==> src/rtl/arp_reply_ctrl.sv <==
// Purpose: gates ARP bytes into the field decoder, checks decoded requests for the local IP and streams a 28-byte ARP reply.
// Latency: evaluation one cycle after the last request byte; tx_req the cycle after that; the first reply byte appears the cycle after tx_grant.
// Backpressure: reply bytes hold while tx_ready=0; rx has no backpressure, and frames arriving while busy are counted and discarded.
module arp_reply_ctrl #(
    parameter int ARP_LEN     = 28,
    parameter int GNT_TIMEOUT = 1024,
    parameter int CNT_W       = 16
) (
    input  logic             clk,
    input  logic             sync_reset_n,
    input  logic [47:0]      local_mac,
    input  logic [31:0]      local_ip,
    input  logic [7:0]       rx_data,
    input  logic             rx_valid,
    input  logic             rx_sof,
    input  logic             rx_eof,
    output logic             dec_clear,
    output logic [7:0]       dec_data,
    output logic             dec_data_valid,
    input  logic             dec_fields_ok,
    input  logic [15:0]      dec_operation,
    input  logic [47:0]      dec_sha,
    input  logic [31:0]      dec_spa,
    input  logic [31:0]      dec_tpa,
    output logic             tx_req,
    input  logic             tx_grant,
    output logic [47:0]      tx_dst_mac,
    output logic [7:0]       tx_data,
    output logic             tx_valid,
    input  logic             tx_ready,
    output logic             tx_last,
    output logic [CNT_W-1:0] replies_sent,
    output logic [CNT_W-1:0] frames_dropped
);

    localparam int BC_W = $clog2(ARP_LEN + 1);
    localparam int TM_W = $clog2(GNT_TIMEOUT + 1);
    localparam int IX_W = $clog2(ARP_LEN);

    typedef enum logic [2:0] {IDLE, RX, EVAL, WAIT_GNT, TX} state_t;

    state_t            state_q, state_d;
    logic [BC_W-1:0]   byte_cnt_q, byte_cnt_d, cnt_nxt;
    logic [TM_W-1:0]   timer_q, timer_d;
    logic [IX_W-1:0]   idx_q, idx_d;
    logic [47:0]       tgt_mac_q;
    logic [31:0]       tgt_ip_q;
    logic [CNT_W-1:0]  replies_q, dropped_q;
    logic              capture, drop_frame, drop_tmo, busy_drop, sent, clr;
    logic              accept;
    logic [1:0]        drop_inc;
    logic [CNT_W:0]    drop_sum;
    logic [27:0][7:0]  reply_b;

    // Byte count for the current rx byte: restart on sof, otherwise saturate at the payload length.
    assign cnt_nxt = rx_sof ? BC_W'(1)
                   : (byte_cnt_q == BC_W'(ARP_LEN)) ? byte_cnt_q : byte_cnt_q + 1'b1;

    assign accept    = dec_fields_ok && (dec_operation == 16'h0001) && (dec_tpa == local_ip);
    assign busy_drop = rx_valid && rx_sof &&
                       (state_q == EVAL || state_q == WAIT_GNT || state_q == TX);

    // Reply payload, first byte in the highest slot.
    assign reply_b = {16'h0001, 16'h0800, 8'h06, 8'h04, 16'h0002,
                      local_mac, local_ip, tgt_mac_q, tgt_ip_q};

    // Next-state logic and per-cycle event strobes.
    always_comb begin
        state_d    = state_q;
        byte_cnt_d = byte_cnt_q;
        timer_d    = timer_q;
        idx_d      = idx_q;
        capture    = 1'b0;
        drop_frame = 1'b0;
        drop_tmo   = 1'b0;
        sent       = 1'b0;
        clr        = 1'b0;
        case (state_q)
            IDLE: begin
                if (rx_valid && rx_sof) begin
                    if (rx_eof) begin
                        drop_frame = 1'b1;
                        clr        = 1'b1;
                    end else begin
                        byte_cnt_d = BC_W'(1);
                        state_d    = RX;
                    end
                end
            end
            RX: begin
                if (rx_valid) begin
                    byte_cnt_d = cnt_nxt;
                    if (rx_eof) begin
                        byte_cnt_d = '0;
                        if (cnt_nxt == BC_W'(ARP_LEN)) begin
                            state_d = EVAL;
                        end else begin
                            drop_frame = 1'b1;
                            clr        = 1'b1;
                            state_d    = IDLE;
                        end
                    end
                end
            end
            EVAL: begin
                clr = 1'b1;
                if (accept) begin
                    capture = 1'b1;
                    timer_d = '0;
                    state_d = WAIT_GNT;
                end else begin
                    state_d = IDLE;
                end
            end
            WAIT_GNT: begin
                if (tx_grant) begin
                    idx_d   = '0;
                    timer_d = '0;
                    state_d = TX;
                end else if (timer_q == TM_W'(GNT_TIMEOUT - 1)) begin
                    drop_tmo = 1'b1;
                    timer_d  = '0;
                    state_d  = IDLE;
                end else begin
                    timer_d = timer_q + 1'b1;
                end
            end
            TX: begin
                if (tx_ready) begin
                    if (idx_q == IX_W'(ARP_LEN - 1)) begin
                        sent    = 1'b1;
                        idx_d   = '0;
                        state_d = IDLE;
                    end else begin
                        idx_d = idx_q + 1'b1;
                    end
                end
            end
            default: state_d = IDLE;
        endcase
    end

    // A busy sof and a grant timeout can land in the same cycle, so the drop counter may step by two.
    assign drop_inc = {1'b0, drop_frame | drop_tmo} + {1'b0, busy_drop};
    assign drop_sum = {1'b0, dropped_q} + (CNT_W + 1)'(drop_inc);

    // State, counters and captured requester address.
    always_ff @(posedge clk) begin
        if (!sync_reset_n) begin
            state_q    <= IDLE;
            byte_cnt_q <= '0;
            timer_q    <= '0;
            idx_q      <= '0;
            tgt_mac_q  <= '0;
            tgt_ip_q   <= '0;
            replies_q  <= '0;
            dropped_q  <= '0;
        end else begin
            state_q    <= state_d;
            byte_cnt_q <= byte_cnt_d;
            timer_q    <= timer_d;
            idx_q      <= idx_d;
            if (capture) begin
                tgt_mac_q <= dec_sha;
                tgt_ip_q  <= dec_spa;
            end
            if (sent && replies_q != '1) begin
                replies_q <= replies_q + 1'b1;
            end
            dropped_q <= drop_sum[CNT_W] ? '1 : drop_sum[CNT_W-1:0];
        end
    end

    // In IDLE only a sof byte reaches the decoder, so tails of discarded frames never pollute it.
    assign dec_data       = rx_data;
    assign dec_data_valid = sync_reset_n && rx_valid &&
                            ((state_q == IDLE && rx_sof) ||
                             (state_q == RX && byte_cnt_q < BC_W'(ARP_LEN)));
    assign dec_clear      = !sync_reset_n || clr;

    assign tx_req         = (state_q == WAIT_GNT) || (state_q == TX);
    assign tx_valid       = (state_q == TX);
    assign tx_last        = (state_q == TX) && (idx_q == IX_W'(ARP_LEN - 1));
    assign tx_data        = (state_q == TX) ? reply_b[IX_W'(ARP_LEN - 1) - idx_q] : 8'h00;
    assign tx_dst_mac     = tgt_mac_q;
    assign replies_sent   = replies_q;
    assign frames_dropped = dropped_q;

endmodule

==> config.mk <==
export PLATFORM = sky130hd
export DESIGN_NAME = arp_reply_ctrl
export DESIGN_NICKNAME = d
export VERILOG_FILES = /design/src/rtl/arp_reply_ctrl.sv
export SDC_FILE = /design/constraint.sdc
export NUM_CORES = 1
export LEC_CHECK = 0
export ABC_AREA = 1
export BUFFER_PORTS_ARGS = -buffer_cell sky130_fd_sc_hd__buf_2
export CELL_PAD_IN_SITES_DETAIL_PLACEMENT = 1
export CELL_PAD_IN_SITES_GLOBAL_PLACEMENT = 2
export CORE_MARGIN = 5
export CORE_UTILIZATION = 22
export DETAILED_ROUTE_END_ITERATION = 8
export PLACE_DENSITY_LB_ADDON = 0.08
export RECOVER_POWER = 100
export SLEW_MARGIN = 20
export SYNTH_ARGS = -nofsm -noshare
export SYNTH_HDL_FRONTEND = slang
export SYNTH_SLANG_ARGS = --single-unit
export TNS_END_PERCENT = 5
==> constraint.sdc <==
create_clock -name clk -period 2.63 [get_ports clk]
set_input_delay 0.3945 -clock clk [delete_from_list [all_inputs] [get_ports clk]]
set_output_delay 0.3945 -clock clk [all_outputs]
set_load 0.05 [all_outputs]
### After elaboration in Yosys (flattened, before gate mapping)

Cells that the tools add are included.

* flip-flop bits (word level): 136
* input port bits: 224
* output and inout port bits: 101
* logic and storage cells: 107

* add/sub/neg operators: 7
* $lt $le $gt $ge: 2
* eq/ne operators: 20
* mux-type cells: 45
* bitwise logic cells: 1
* reductions and logical operators: 24

Operators by type and width (count)
* 5-bit two-way mux: 9
* 8-bit binary-select mux with 5-bit select: 1
* 11-bit two-way mux: 3
* 32-bit == test: 1
* 3-bit two-way mux: 8
* 11-bit one-hot mux with 2 select lines: 1
* 5-bit one-hot mux with 2 select lines: 2
* 16-bit by 2-bit adder with 17-bit output: 1
* 16-bit by 1-bit adder with 16-bit output, second input constant: 1
* 16-bit by 1-bit == test with 1-bit output, second input constant: 1
* 16-bit two-way mux: 1
* 8-bit two-way mux: 2
* 16-bit inequality test, second input constant: 1
* 5-bit == test, second input constant: 3
* 3-bit one-hot mux with 5 select lines: 1
* 1-bit two-way mux: 13
* 2-bit inequality test, second input constant: 6
* 11-bit by 1-bit adder with 11-bit output, second input constant: 1
* 11-bit by 10-bit == test with 1-bit output, second input constant: 1
* 5-bit by 1-bit adder with 5-bit output, second input constant: 2
* 1-bit logical AND: 10
* 7-bit AND reduction: 1
* 3-bit by 2-bit == test with 1-bit output, second input constant: 2
* 5-bit by 6-bit < comparator with 1-bit output, second input constant: 1
* other kinds (18): 26

### Depth between registers and ports, before layout

Gate-level depths: netlist of the first run.

* depth after elaboration: 12
* gate-level depth with buffers: 20
* depth with buffers taken out: 20

### Least setup slack after synthesis of the first run

No wires, ideal clock.

* path kind: register to output
* start point: register idx_q[2]
* end point: output port tx_data[3]
* arrival: 2.547 ns
* required time: 2.236 ns
* slack: -0.312 ns
* cell stages (with the launch flop): 9
* buffers on the path: 3
* cells stage by stage: dfxtp_1 -> inv_1 -> clkbuf_1 -> ha_1 -> clkbuf_1 -> inv_1 -> clkbuf_1 -> o2111ai_1 -> a21oi_1

* word-level cells in the longest chain between the ends: 4

Ends and longest elaborated chain
* from (decl): RTL line 45 `logic [IX_W-1:0] idx_q, idx_d;`
* from (signal assigned): RTL line 162 `idx_q <= idx_d;`
* 5-bit subtractor: RTL line 184 `assign tx_data = (state_q == TX) ? reply_b[IX_W'(ARP_LEN - 1) - idx_q] : 8'h00;`
* 8-bit binary-select mux with 5-bit select: RTL line 184
* 8-bit two-way mux (not written as such): RTL line 184
* 8-bit two-way mux: RTL line 184
* to (decl): RTL line 28 `output logic [7:0] tx_data,`

Every way passes these cells. The select of a mux whose other input is x is not followed.

### Worst setup path in the final report of the first run

* start point: register byte_cnt_q[0]
* end point: register dropped_q[8] (netlist: frames_dropped[8])

* word-level cells in the longest chain between the ends: 12
* elaborated cells on any way between the ends: 13
* classes of those cells: add/sub (3); eq/ne (2); mux (7); bitwise (1)

Ends and longest elaborated chain
* from (decl): RTL line 43 `logic [BC_W-1:0] byte_cnt_q, byte_cnt_d, cnt_nxt;`
* from (signal assigned): RTL line 160 `byte_cnt_q <= byte_cnt_d;`
* 5-bit by 1-bit adder with 5-bit output / 5-bit == test (equally long branches): RTL line 57 `: (byte_cnt_q == BC_W'(ARP_LEN)) ? byte_cnt_q : byte_cnt_q + 1'b1;`
* 5-bit two-way mux *: RTL line 57
* 5-bit two-way mux *: RTL line 56 `assign cnt_nxt = rx_sof ? BC_W'(1)`
* 5-bit == test *: RTL line 95 `if (cnt_nxt == BC_W'(ARP_LEN)) begin`
* 1-bit two-way mux *: RTL line 95
* 1-bit two-way mux *: RTL line 93 `if (rx_eof) begin`
* 1-bit two-way mux *: RTL line 91 `if (rx_valid) begin`
* 1-bit one-hot mux with 2 select lines *: RTL line 78 `case (state_q)`
* 1-bit OR *: RTL line 144 `assign drop_inc = {1'b0, drop_frame | drop_tmo} + {1'b0, busy_drop};`
* 1-bit by 1-bit adder with 2-bit output *: RTL line 144
* 16-bit by 2-bit adder with 17-bit output *: RTL line 145 `assign drop_sum = {1'b0, dropped_q} + (CNT_W + 1)'(drop_inc);`
* 16-bit two-way mux *: RTL line 170 `dropped_q <= drop_sum[CNT_W] ? '1 : drop_sum[CNT_W-1:0];`
* to (signal assigned): RTL line 170
* to (decl): RTL line 48 `logic [CNT_W-1:0] replies_q, dropped_q;`

Mark *: on every way between the ends. The rest lies on a longest branch, timed or not.
A chain may end at the register's enable or synchronous reset.

==> results of run 1 <==
-- timing repair --
action                     in CTS  in global routing
setup endpoints to repair      25                 28
hold buffers                    0                  0
gates resized for setup        54                 33
buffers inserted                7                  2
cloned                          0                  0
pin swaps                      15                 20
-- sequential cells by signal, indices dropped and copies added (netlist names) --
name            cells
tx_dst_mac         48
tgt_ip_q           32
frames_dropped     16
replies_sent       16
timer_q            11
byte_cnt_q          5
idx_q               5
state_q             3
-- worst max path at each step --
stage,slack (ns),start,to,cells after the start
after floorplan,-0.25,idx_q[2],tx_data[4],9
after CTS,-0.26,byte_cnt_q[1],frames_dropped[12],19
after global placement,-0.55,byte_cnt_q[0],frames_dropped[13],19
after global routing,-0.41,byte_cnt_q[0],frames_dropped[13],19
final,-0.24,byte_cnt_q[0],frames_dropped[8],18
after detailed placement,-0.63,byte_cnt_q[0],frames_dropped[13],19
-- synthesized netlist by cell type, types with 4 or more instances --
cell         n  area, sq um
o2111ai_1    4        35.03
inv_2        5        18.77
xor2_1      12        105.1
inv_1      122        457.9
clkbuf_1    36        135.1
buf_6       10        112.6
nor3_1      23        115.1
o21ai_0    165        825.8
dfxtp_1    136         2723
or2_2        6        37.54
clkbuf_2     6        30.03
nand3b_1     6        45.04
ha_1        11        137.6
nand2_1    211        792.0
o21ai_1     24        120.1
nand3_1     60        300.3
xnor2_1     10        87.58
nand4_1     33        206.5
buf_4        9        67.56
nor2_2       5        31.28
a21oi_1     71        355.3
o22ai_1     15        93.84
buf_2        8        40.04
nor4_1       4        25.02
nor2_1     333         1250
nand2_2      4        25.02
-- where the power goes --
group | switching, W | leakage [nW] | total (W) | internal [W]
Clock | 0.000999 | 0.313 | 0.00276 | 0.00176
Combinational | 0.000303 | 3.83 | 0.000532 | 0.000229
Sequential | 0.00000593 | 1.10 | 0.00207 | 0.00206
Total | 0.00131 | 5.25 | 0.00536 | 0.00405
-- layout make-up --
class	count	area, sq um	share of cell area (%)
multi-input combinational	1018	5041	42.42
inverter	129	496.7	4.180
antenna	1	2.502	0.02106
tap	511	639.4	5.381
clock buffer	22	474.2	3.991
sequential	136	2738	23.04
clock inverter	10	190.2	1.601
timing repair buffer	392	2301	19.36
-- per-stage QoR --
step           utilization [%]  total power [W]  hold slack [ns]  cells
6_report                 31.55         0.005362           0.2146   2219
3_5_place_dp             29.08         0.002635           0.4356   2178
2_1_floorplan                -         0.002354           0.4124   1355
5_1_grt                  31.54         0.005614           0.2065   2218
4_1_cts                  31.39         0.005466           0.1879   2217
3_3_place_gp             29.08         0.002635           0.4218   2178
-- logic make-up (layout without fill, tap and decap cells) --
logic type	Yosys count	after routing
and+or+nand+nor	701	701
AOI/OAI and AO/OA	283	283
buffers and inverters	201	553
DFF	136	136
xor gates and xnor gates	22	22
adders and majority gates	12	12
other	0	1
-- metal layers --
layer | vias to the layer above | track usage, % | share of wire (%)
li1 | 5084 | - | -
met1 | 4721 | 26.56 | 47
met2 | 228 | 32.41 | 46
met3 | 37 | 5.280 | 5.9
met4 | 8 | 3.876 | 1.1
met5 | - | 0 | 0.13
-- worst register-to-register path: stages, from the launching register on --
cell      delay [ns]
dfxtp_4         0.36
inv_4           0.07
ha_4            0.12
nand4_1         0.15
buf_4           0.19
o21ai_4         0.06
nand3b_1        0.11
nor2_2          0.12
nand2_1         0.08
nand3_2         0.10
o31ai_4         0.09
fa_2            0.45
ha_4            0.21
buf_4           0.13
nand3_1         0.11
nor2_2          0.07
nand4_1         0.11
buf_4           0.15
a21oi_1         0.07
==> run_results.csv, run 1 <==
group,metric,value,unit
yosys,synth-xor-area-share,2.295,%
critical_path,crit_path_top_delay_cell,"fa_2",
critical_path,arrival,3.17,ns
drt,routed_wl,42610,um
critical_path,path_class,"reg -> reg",
critical_path,rr_endpoint,"frames_dropped[8]",
yosys,syn-cell-area,8396,sq um
critical_path,path_common_cell,"buf_4",
sta,clock_skew,0.006437,ns
sta,rsz0062_at_grt,"yes",
yosys,syn-instance-count,1355,
yosys,synthAdderAreaFrac,1.878,%
yosys,avgSynthCellArea,6.196,sq um
yosys,synth_nets,1591,
sta,finalMaxSlewViolations,0,
pwr,leakage,5.246,nW
worst_hold_path,holdPathStages,3,
sta,setup_violations,19,
sta,worst_pin_slew,0.7093,ns
sta,finalWorstPathRequiredPeriod,2.867,ns
drt,ant_nets,0,
global_route,grt_pass1_wl,63670,um
critical_path,reg2reg_slack,-0.24,ns
placement,placed_cell_area,10950,sq um
critical_path,path_cells,"inv_4 -> ha_4 -> nand4_1 -> buf_4 -> o21ai_4 -> nand3b_1 -> nor2_2 -> nand2_1 -> nand3_2 -> o31ai_4 -> fa_2 -> ha_4 -> buf_4 -> nand3_1 -> nor2_2 -> nand4_1 -> buf_4 -> a21oi_1",
cells_and_area,syn2layout_area_growth,41.53,%
critical_path,startpoint_type,"flip-flop",
worst_hold_path,hold_start,"dec_sha[47]",
drt,drc,0,
placement,dp_hpwl,33700,um
drt,drt_first_pass_iters,4,
sta,finalHoldViolCount,0,
floorplanning,die_height,205.4,um
clock_network,clk_pin_slew,0.06,ns
global_route,grt-ovfl-total,0,
critical_path,cp-end-kind,"flip-flop",
yosys,synth_mux_area_share,0,%
sta,setup_ws,-0.2367,ns
yosys,synth_seq_cells,136,
sta,max_freq,0.3488,GHz
placement,pre_cts_ws,-0.6293,ns
critical_path,timing.critical_path.required,2.93,ns
floorplanning,num_rows,71,
yosys,synth_compound_area_share,17.41,%
yosys,synth_top_family_by_area,"simple AND/OR/NAND/NOR gates",
cells_and_area,n_fill_cell,4866,
clock_network,cts_max_level,4,
pwr,powerDensity,451.3,nW/um^2
cells_and_area,final_layout_size_suffix_gt1_share,25.78,%
critical_path,rr_worst_depth,18,
floorplanning,fp.coreArea,37670,sq um
floorplanning,die_x,205.4,um
drt,num_vias,10080,
yosys,yosys.area_share.simple,35.50,%
critical_path,critPathMaxFanout,4,
yosys,ys_dominant_reg_cell,"dfxtp_1",
clock_network,cts_sinks,136,
placement,numPortBuffers,308,
pwr,max-vdd-ir-drop,0.0004414,V
cells_and_area,postLayoutCellArea,11880,sq um
critical_path,rr_startpoint,"byte_cnt_q[0]",
drt,vias_per_cell,4.542,
clock_network,clk_path_buf_depth,2,
outcome,violations,"negative setup slack",
yosys,yosys_warnings,0,
yosys,synth-edff-count,0,
global_route,grt_start_max_net_pins,61,
drt,post_drt_wl_per_cell,19.20,um
worst_hold_path,worstHoldEndpoint,"tx_dst_mac[47]",
critical_path,crit_buf_inv,4,
critical_path,cp_slowest_stage_delay,0.45,ns
yosys,synthDistinctLibCells,43,
cells_and_area,layout_common_cells,"324 x nor2_1, 234 x buf_2, 208 x nand2_1",
clock_network,clock_latency,0.44,ns
sta,setup-tns-final,-3.682,ns
floorplanning,io-pin-count,325,
global_route,grt_pass1_vias,10600,
sta,period_share,109.0,%
sta,slew_headroom,52.92,%
yosys,synthArstFlopShare,0,%
clock_network,cts_made_buffers,17,
clock_network,clockRootBuffer,"clkbuf_16",
worst_hold_path,hp-class,"in -> reg",
global_route,antenna_found_initial,8,
floorplanning,die-area,42170,sq um
global_route,grt_usage,19.84,%
yosys,ys_seq_area_share,32.43,%
clock_network,cts_tree,"done",
floorplanning,initial_core_util,22.29,%
cells_and_area,final_nets,1930,
outcome,status,"finished, violations left",
drt,drt_iter0_drc,365,
cells_and_area,layout_commonest_cell,"nor2_1",
placement,gp_congestion,0.8034,
critical_path,cp_top_family,"simple AND/OR/NAND/NOR gates",
flow_run,maxCapViolations,0,
(Power assumes the default switching activity.)
==> inputs of run 2 (changes only) <==
--- a/config.mk
+++ b/config.mk
@@ -12,7 +12,7 @@
 export CORE_MARGIN = 5
 export CORE_UTILIZATION = 22
 export DETAILED_ROUTE_END_ITERATION = 8
-export PLACE_DENSITY_LB_ADDON = 0.08
+export PLACE_DENSITY = 0.77
 export RECOVER_POWER = 100
 export SLEW_MARGIN = 20
 export SYNTH_ARGS = -nofsm -noshare
==> run_results.csv, run 2 (synthesized netlist as in run 1, its figures left out) <==
group,metric,value,unit
outcome,status,"finished, violations left",
outcome,violations,"negative setup slack",
global_route,grt_start_max_net_pins,72,
sta,clock_skew,0.01313,ns
cells_and_area,final_cells,2230,
placement,pre_cts_ws,-0.4873,ns
clock_network,cts_sinks,136,
drt,num_vias,10290,
clock_network,clk_pin_slew,0.06,ns
pwr,power,0.005158,W
critical_path,cp-end-kind,"flip-flop",
placement,dp_hpwl,32190,um
pwr,powerDensity,433.6,nW/um^2
drt,post_drt_wl_per_cell,18.24,um
pwr,leakage,5.322,nW
cells_and_area,final_layout_size_suffix_gt1_share,27.33,%
critical_path,reg2reg_slack,-0.22,ns
drt,vias_per_cell,4.613,
sta,setup_ws,-0.2157,ns
drt,drt_iter0_drc,432,
floorplanning,die_height,205.4,um
critical_path,critPathMaxFanout,4,
sta,period_share,108.2,%
global_route,grt-ovfl-total,0,
critical_path,rr_startpoint,"byte_cnt_q[0]",
clock_network,cts_made_buffers,17,
sta,max_freq,0.3514,GHz
clock_network,clk_path_buf_depth,2,
cells_and_area,final_nets,1939,
critical_path,cp-startpoint,"byte_cnt_q[0]",
floorplanning,fp.coreArea,37670,sq um
drt,drc,0,
cells_and_area,layout_common_cells,"325 x nor2_1, 251 x buf_2, 206 x nand2_1",
critical_path,rr_endpoint,"frames_dropped[6]",
sta,finalWorstPathRequiredPeriod,2.846,ns
clock_network,cts_max_level,4,
worst_hold_path,hold_start,"dec_spa[29]",
sta,finalMaxSlewViolations,0,
critical_path,path_class,"reg -> reg",
flow_run,maxCapViolations,0,
sta,finalHoldViolCount,0,
drt,ant_nets,0,
critical_path,crit_path_top_delay_cell,"fa_2",
critical_path,rr_worst_depth,18,
cells_and_area,syn2layout_area_growth,41.70,%
floorplanning,die-area,42170,sq um
clock_network,clockRootBuffer,"clkbuf_16",
placement,dpl.cell_count,2185,
cells_and_area,layout_commonest_cell,"nor2_1",
placement,gp_congestion,0.8717,
placement,numPortBuffers,308,
critical_path,arrival,3.15,ns
sta,setup_violations,17,
pwr,max-vdd-ir-drop,0.0004207,V
worst_hold_path,hp-class,"in -> reg",
critical_path,timing.critical_path.required,2.93,ns
cells_and_area,largest_reg_flops,48,
critical_path,path_common_cell,"buf_4",
sta,worst_pin_slew,0.7456,ns
critical_path,cp_slowest_stage_delay,0.41,ns
floorplanning,num_rows,71,
clock_network,cts_tree,"done",
sta,rsz0062_at_grt,"yes",
floorplanning,io-pin-count,325,
floorplanning,initial_core_util,22.29,%
sta,fin_hold_ws,0.2155,ns
critical_path,crit_path_end,"frames_dropped[6]",
global_route,grt_usage,18.74,%
global_route,antenna_found_initial,6,
clock_network,clock_latency,0.44,ns
global_route,grt_pass1_vias,10620,
drt,routed_wl,40670,um
floorplanning,die_x,205.4,um
drt,drt_first_pass_iters,6,
sta,slew_headroom,50.51,%
critical_path,path_cells,"inv_4 -> ha_4 -> nand4_1 -> buf_4 -> o21ai_2 -> nand3b_1 -> nor2_2 -> nand2_1 -> nand3_2 -> o31ai_4 -> fa_2 -> ha_4 -> buf_4 -> nand3_1 -> nor2_2 -> nand4_1 -> buf_4 -> a21oi_1",
cells_and_area,n_fill_cell,4926,
global_route,grt_pass1_wl,61300,um
critical_path,startpoint_type,"flip-flop",
[run 2: worst min-delay path by stage]
| stage | slack [ns] | to | cells after the start |
|---|---|---|---|
| 4_1_cts | 0.20 | tgt_ip_q[29] | 3 |
| 3_3_place_gp | 0.42 | timer_q[10] | 2 |
| 6_report | 0.22 | tgt_ip_q[29] | 3 |
| 3_5_place_dp | 0.45 | timer_q[10] | 2 |
| 2_1_floorplan | 0.41 | timer_q[10] | 2 |
| 5_1_grt | 0.21 | tx_dst_mac[36] | 3 |
[run 2: per-layer routing]
metal	wire length [um]	global-route usage, %	up-vias
li1	-	-	5104
met2	19510	31.95	252
met1	18240	24.07	4888
met3	2122	3.515	38
met4	762	5.670	6
met5	47	0	-
[run 2: what timing repair did]
item	CTS	global route
buffers inserted	4	7
hold buffers	0	0
cloned	0	0
pin swaps	9	13
gates resized for setup	60	36
setup endpoints to repair	25	25
[run 2: layout make-up]
cell class | count | area, sq um | share of cell area, %
diodes | 3 | 7.507 | 0.06310
clock buffers | 18 | 439.2 | 3.692
clock inverters | 14 | 171.4 | 1.441
inverters | 129 | 495.5 | 4.165
multi-input cells | 1018 | 5049 | 42.44
flip-flops and latches | 136 | 2735 | 22.99
well taps | 511 | 639.4 | 5.374
repair buffers | 401 | 2360 | 19.84
[run 2: where the power goes]
| group | internal (W) | total, W | switching (W) |
|---|---|---|---|
| Sequential | 0.00206 | 0.00207 | 0.00000640 |
| Combinational | 0.000233 | 0.000535 | 0.000302 |
| Clock | 0.00152 | 0.00255 | 0.00103 |
| Total | 0.00382 | 0.00516 | 0.00134 |
[run 2: worst max-delay path: cells and delay by family, from the launching register on]
| family | cells | cell delay (ns) |
|---|---|---|
| flops | 1 | 0.37 |
| simple gates | 8 | 0.87 |
| buf+inv | 4 | 0.54 |
| compound gates | 3 | 0.23 |
| fa+ha+maj | 3 | 0.71 |
[run 2: stage by stage]
stage               util [%]  cell area, sq um  setup TNS, ns
floorplan                  -              8418         -2.667
global placement       29.10             10960         -3.674
detailed placement     29.10             10960         -5.903
CTS                    31.26             11780         -2.315
global route           31.58             11890         -6.602
finish                 31.58             11900         -3.075
==> inputs of run 3 (changes only) <==
--- a/config.mk
+++ b/config.mk
@@ -6,13 +6,14 @@
 export NUM_CORES = 1
 export LEC_CHECK = 0
 export ABC_AREA = 1
-export BUFFER_PORTS_ARGS = -buffer_cell sky130_fd_sc_hd__buf_2
 export CELL_PAD_IN_SITES_DETAIL_PLACEMENT = 1
 export CELL_PAD_IN_SITES_GLOBAL_PLACEMENT = 2
 export CORE_MARGIN = 5
-export CORE_UTILIZATION = 22
+export CORE_UTILIZATION = 29
+export CTS_CLUSTER_SIZE = 30
 export DETAILED_ROUTE_END_ITERATION = 8
-export PLACE_DENSITY = 0.77
+export DONT_BUFFER_PORTS = 1
+export PLACE_DENSITY = 0.76
 export RECOVER_POWER = 100
 export SLEW_MARGIN = 20
 export SYNTH_ARGS = -nofsm -noshare
==> run_results.csv, run 3 (synthesized netlist as in run 1, its figures left out) <==
group,metric,value,unit
critical_path,path_class,"reg -> reg",
clock_network,cts_made_buffers,17,
global_route,antenna_found_initial,8,
drt,wl_met2,18180,um
drt,wl_met3,2614,um
clock_network,cts_tree,"done",
placement,gp_congestion,0.9121,
cells_and_area,seq_area,2739,sq um
drt,drt_iter0_drc,388,
placement,dpl.cell_count,1830,
sta,finalMaxSlewViolations,0,
critical_path,cp_slowest_stage_delay,0.38,ns
cells_and_area,layout_common_cells,"326 x nor2_1, 208 x nand2_1, 154 x o21ai_0",
cells_and_area,layout_commonest_cell,"nor2_1",
global_route,grt_pass1_vias,9774,
clock_network,ctsHoldBuffers,0,
sta,setup_violations,21,
global_route,grt_start_max_net_pins,101,
drt,routed_wl,38030,um
floorplanning,die_height,180.1,um
placement,placed_cell_area,9834,sq um
critical_path,startpoint_type,"flip-flop",
floorplanning,num_rows,62,
drt,highest_layer,"met5",
cells_and_area,final_nets,1704,
cells_and_area,fin_util,36.64,%
clock_network,clock_latency,0.42,ns
floorplanning,fp.coreArea,28630,sq um
critical_path,cp-end-kind,"flip-flop",
cells_and_area,final_layout_size_suffix_gt1_share,13.78,%
clock_network,clk_path_buf_depth,2,
cells_and_area,largest_reg_flops,48,
sta,finalWorstPathRequiredPeriod,2.886,ns
critical_path,path_cells,"inv_4 -> ha_4 -> nand4_1 -> inv_2 -> buf_6 -> nor2_4 -> nor2_2 -> nand2_1 -> nand3_2 -> o31ai_4 -> fa_2 -> ha_4 -> nand2_2 -> nor3_2 -> nand4_1 -> nor2_4 -> buf_6 -> xnor2_2 -> a21oi_2",
cells_and_area,n_fill_cell,3741,
placement,dp_hpwl,29940,um
global_route,grt_usage,22.42,%
critical_path,rr_startpoint,"byte_cnt_q[0]",
clock_network,clk_pin_slew,0.07,ns
clock_network,clockRootBuffer,"clkbuf_16",
drt,drt_first_pass_iters,5,
sta,slew_headroom,45.21,%
sta,rsz0062_at_grt,"yes",
drt,met1_length,16500,um
cells_and_area,final_cells,1866,
floorplanning,die-area,32450,sq um
drt,ant_nets,0,
global_route,grt_pass1_wl,57350,um
drt,drc,0,
cells_and_area,postLayoutCellArea,10490,sq um
outcome,violations,"negative setup slack",
drt,post_drt_wl_per_cell,20.38,um
sta,worst_pin_slew,0.8219,ns
critical_path,arrival,3.18,ns
clock_network,cts_max_level,4,
critical_path,cp-startpoint,"byte_cnt_q[0]",
critical_path,cp_top_family,"simple AND/OR/NAND/NOR gates",
pwr,max-vdd-ir-drop,0.0004109,V
sta,setup_ws,-0.2565,ns
flow_run,maxCapViolations,0,
outcome,status,"finished, violations left",
sta,period_share,109.8,%
sta,clock_skew,0.01326,ns
placement,pre_cts_ws,-0.4871,ns
floorplanning,initial_core_util,29.33,%
worst_hold_path,hold_start,"sync_reset_n",
pwr,power,0.005030,W
pwr,powerDensity,479.6,nW/um^2
sta,max_freq,0.3464,GHz
critical_path,timing.critical_path.required,2.92,ns
drt,vias_per_cell,5.074,
placement,numPortBuffers,0,
floorplanning,io-pin-count,325,
clock_network,cts_sinks,136,
floorplanning,die_x,180.1,um
cells_and_area,syn2layout_area_growth,24.92,%
worst_hold_path,hp-class,"in -> reg",
drt,num_vias,9469,
critical_path,crit_buf_inv,4,
sta,finalHoldViolCount,0,
cells_and_area,multiInputGateArea,5016,sq um
critical_path,crit_path_top_delay_cell,"dfxtp_4",
pwr,leakage,4.248,nW
critical_path,critPathMaxFanout,3,
global_route,grt-ovfl-total,0,
run 3: changes by cell type in the layout (fill, tap and decap cells not counted), sizes merged:
cell      delta
diode        -1
clkinvlp     -2
bufinv       +2
clkbuf      +20
buf        -253
clkinv       -1
inv          -2
run 3: worst paths after layout:
check,cells after the start,slack [ns],endpoint
setup / recovery,19,-0.26,frames_dropped[12]
hold / removal,2,0.08,frames_dropped[15]
setup reg to reg,19,-0.26,frames_dropped[12]
hold reg to reg,2,0.45,timer_q[10]
run 3: what timing repair did:
item,CTS,global route
setup endpoints to repair,25,25
pin swaps,12,20
buffers inserted,3,0
gates resized for setup,36,37
run 3: layout make-up:
type,count,share of cell area (%)
clock buffer,20,4.259
timing repair buffer,166,10.61
antenna,2,0.04772
clock inverter,11,1.873
inverter,129,4.689
tap,384,4.581
sequential,136,26.12
multi-input combinational,1018,47.83
run 3: report_power, final:
group / internal, W / switching [W]
Clock: 0.00171 / 0.000967
Combinational: 0.000104 / 0.000184
Sequential: 0.00206 / 0.00000495
run 3: worst reg2reg max path, stage by stage (launching register included):
cell	delay, ns
dfxtp_4	0.38
inv_4	0.04
ha_4	0.14
nand4_1	0.14
inv_2	0.09
buf_6	0.13
nor2_4	0.10
nor2_2	0.04
nand2_1	0.07
nand3_2	0.09
o31ai_4	0.10
fa_2	0.31
ha_4	0.15
nand2_2	0.05
nor3_2	0.20
nand4_1	0.20
nor2_4	0.22
buf_6	0.13
xnor2_2	0.10
a21oi_2	0.07
run 3: stage by stage:
stage	setup TNS (ns)	hold slack [ns]
after global routing	-7.059	0.06508
after CTS	-3.505	0.08768
after global placement	-3.110	0.4255
after detailed placement	-5.526	0.4357
final	-2.831	0.07901
after floorplan	-2.667	0.4124
run 3: routing by layer:
| metal | track usage, % | vias to the layer above |
|---|---|---|
| met4 | 5.414 | 10 |
| met5 | 0 | - |
| met3 | 6.742 | 46 |
| met1 | 28.00 | 4511 |
| met2 | 38.12 | 269 |
| li1 | - | 4633 |
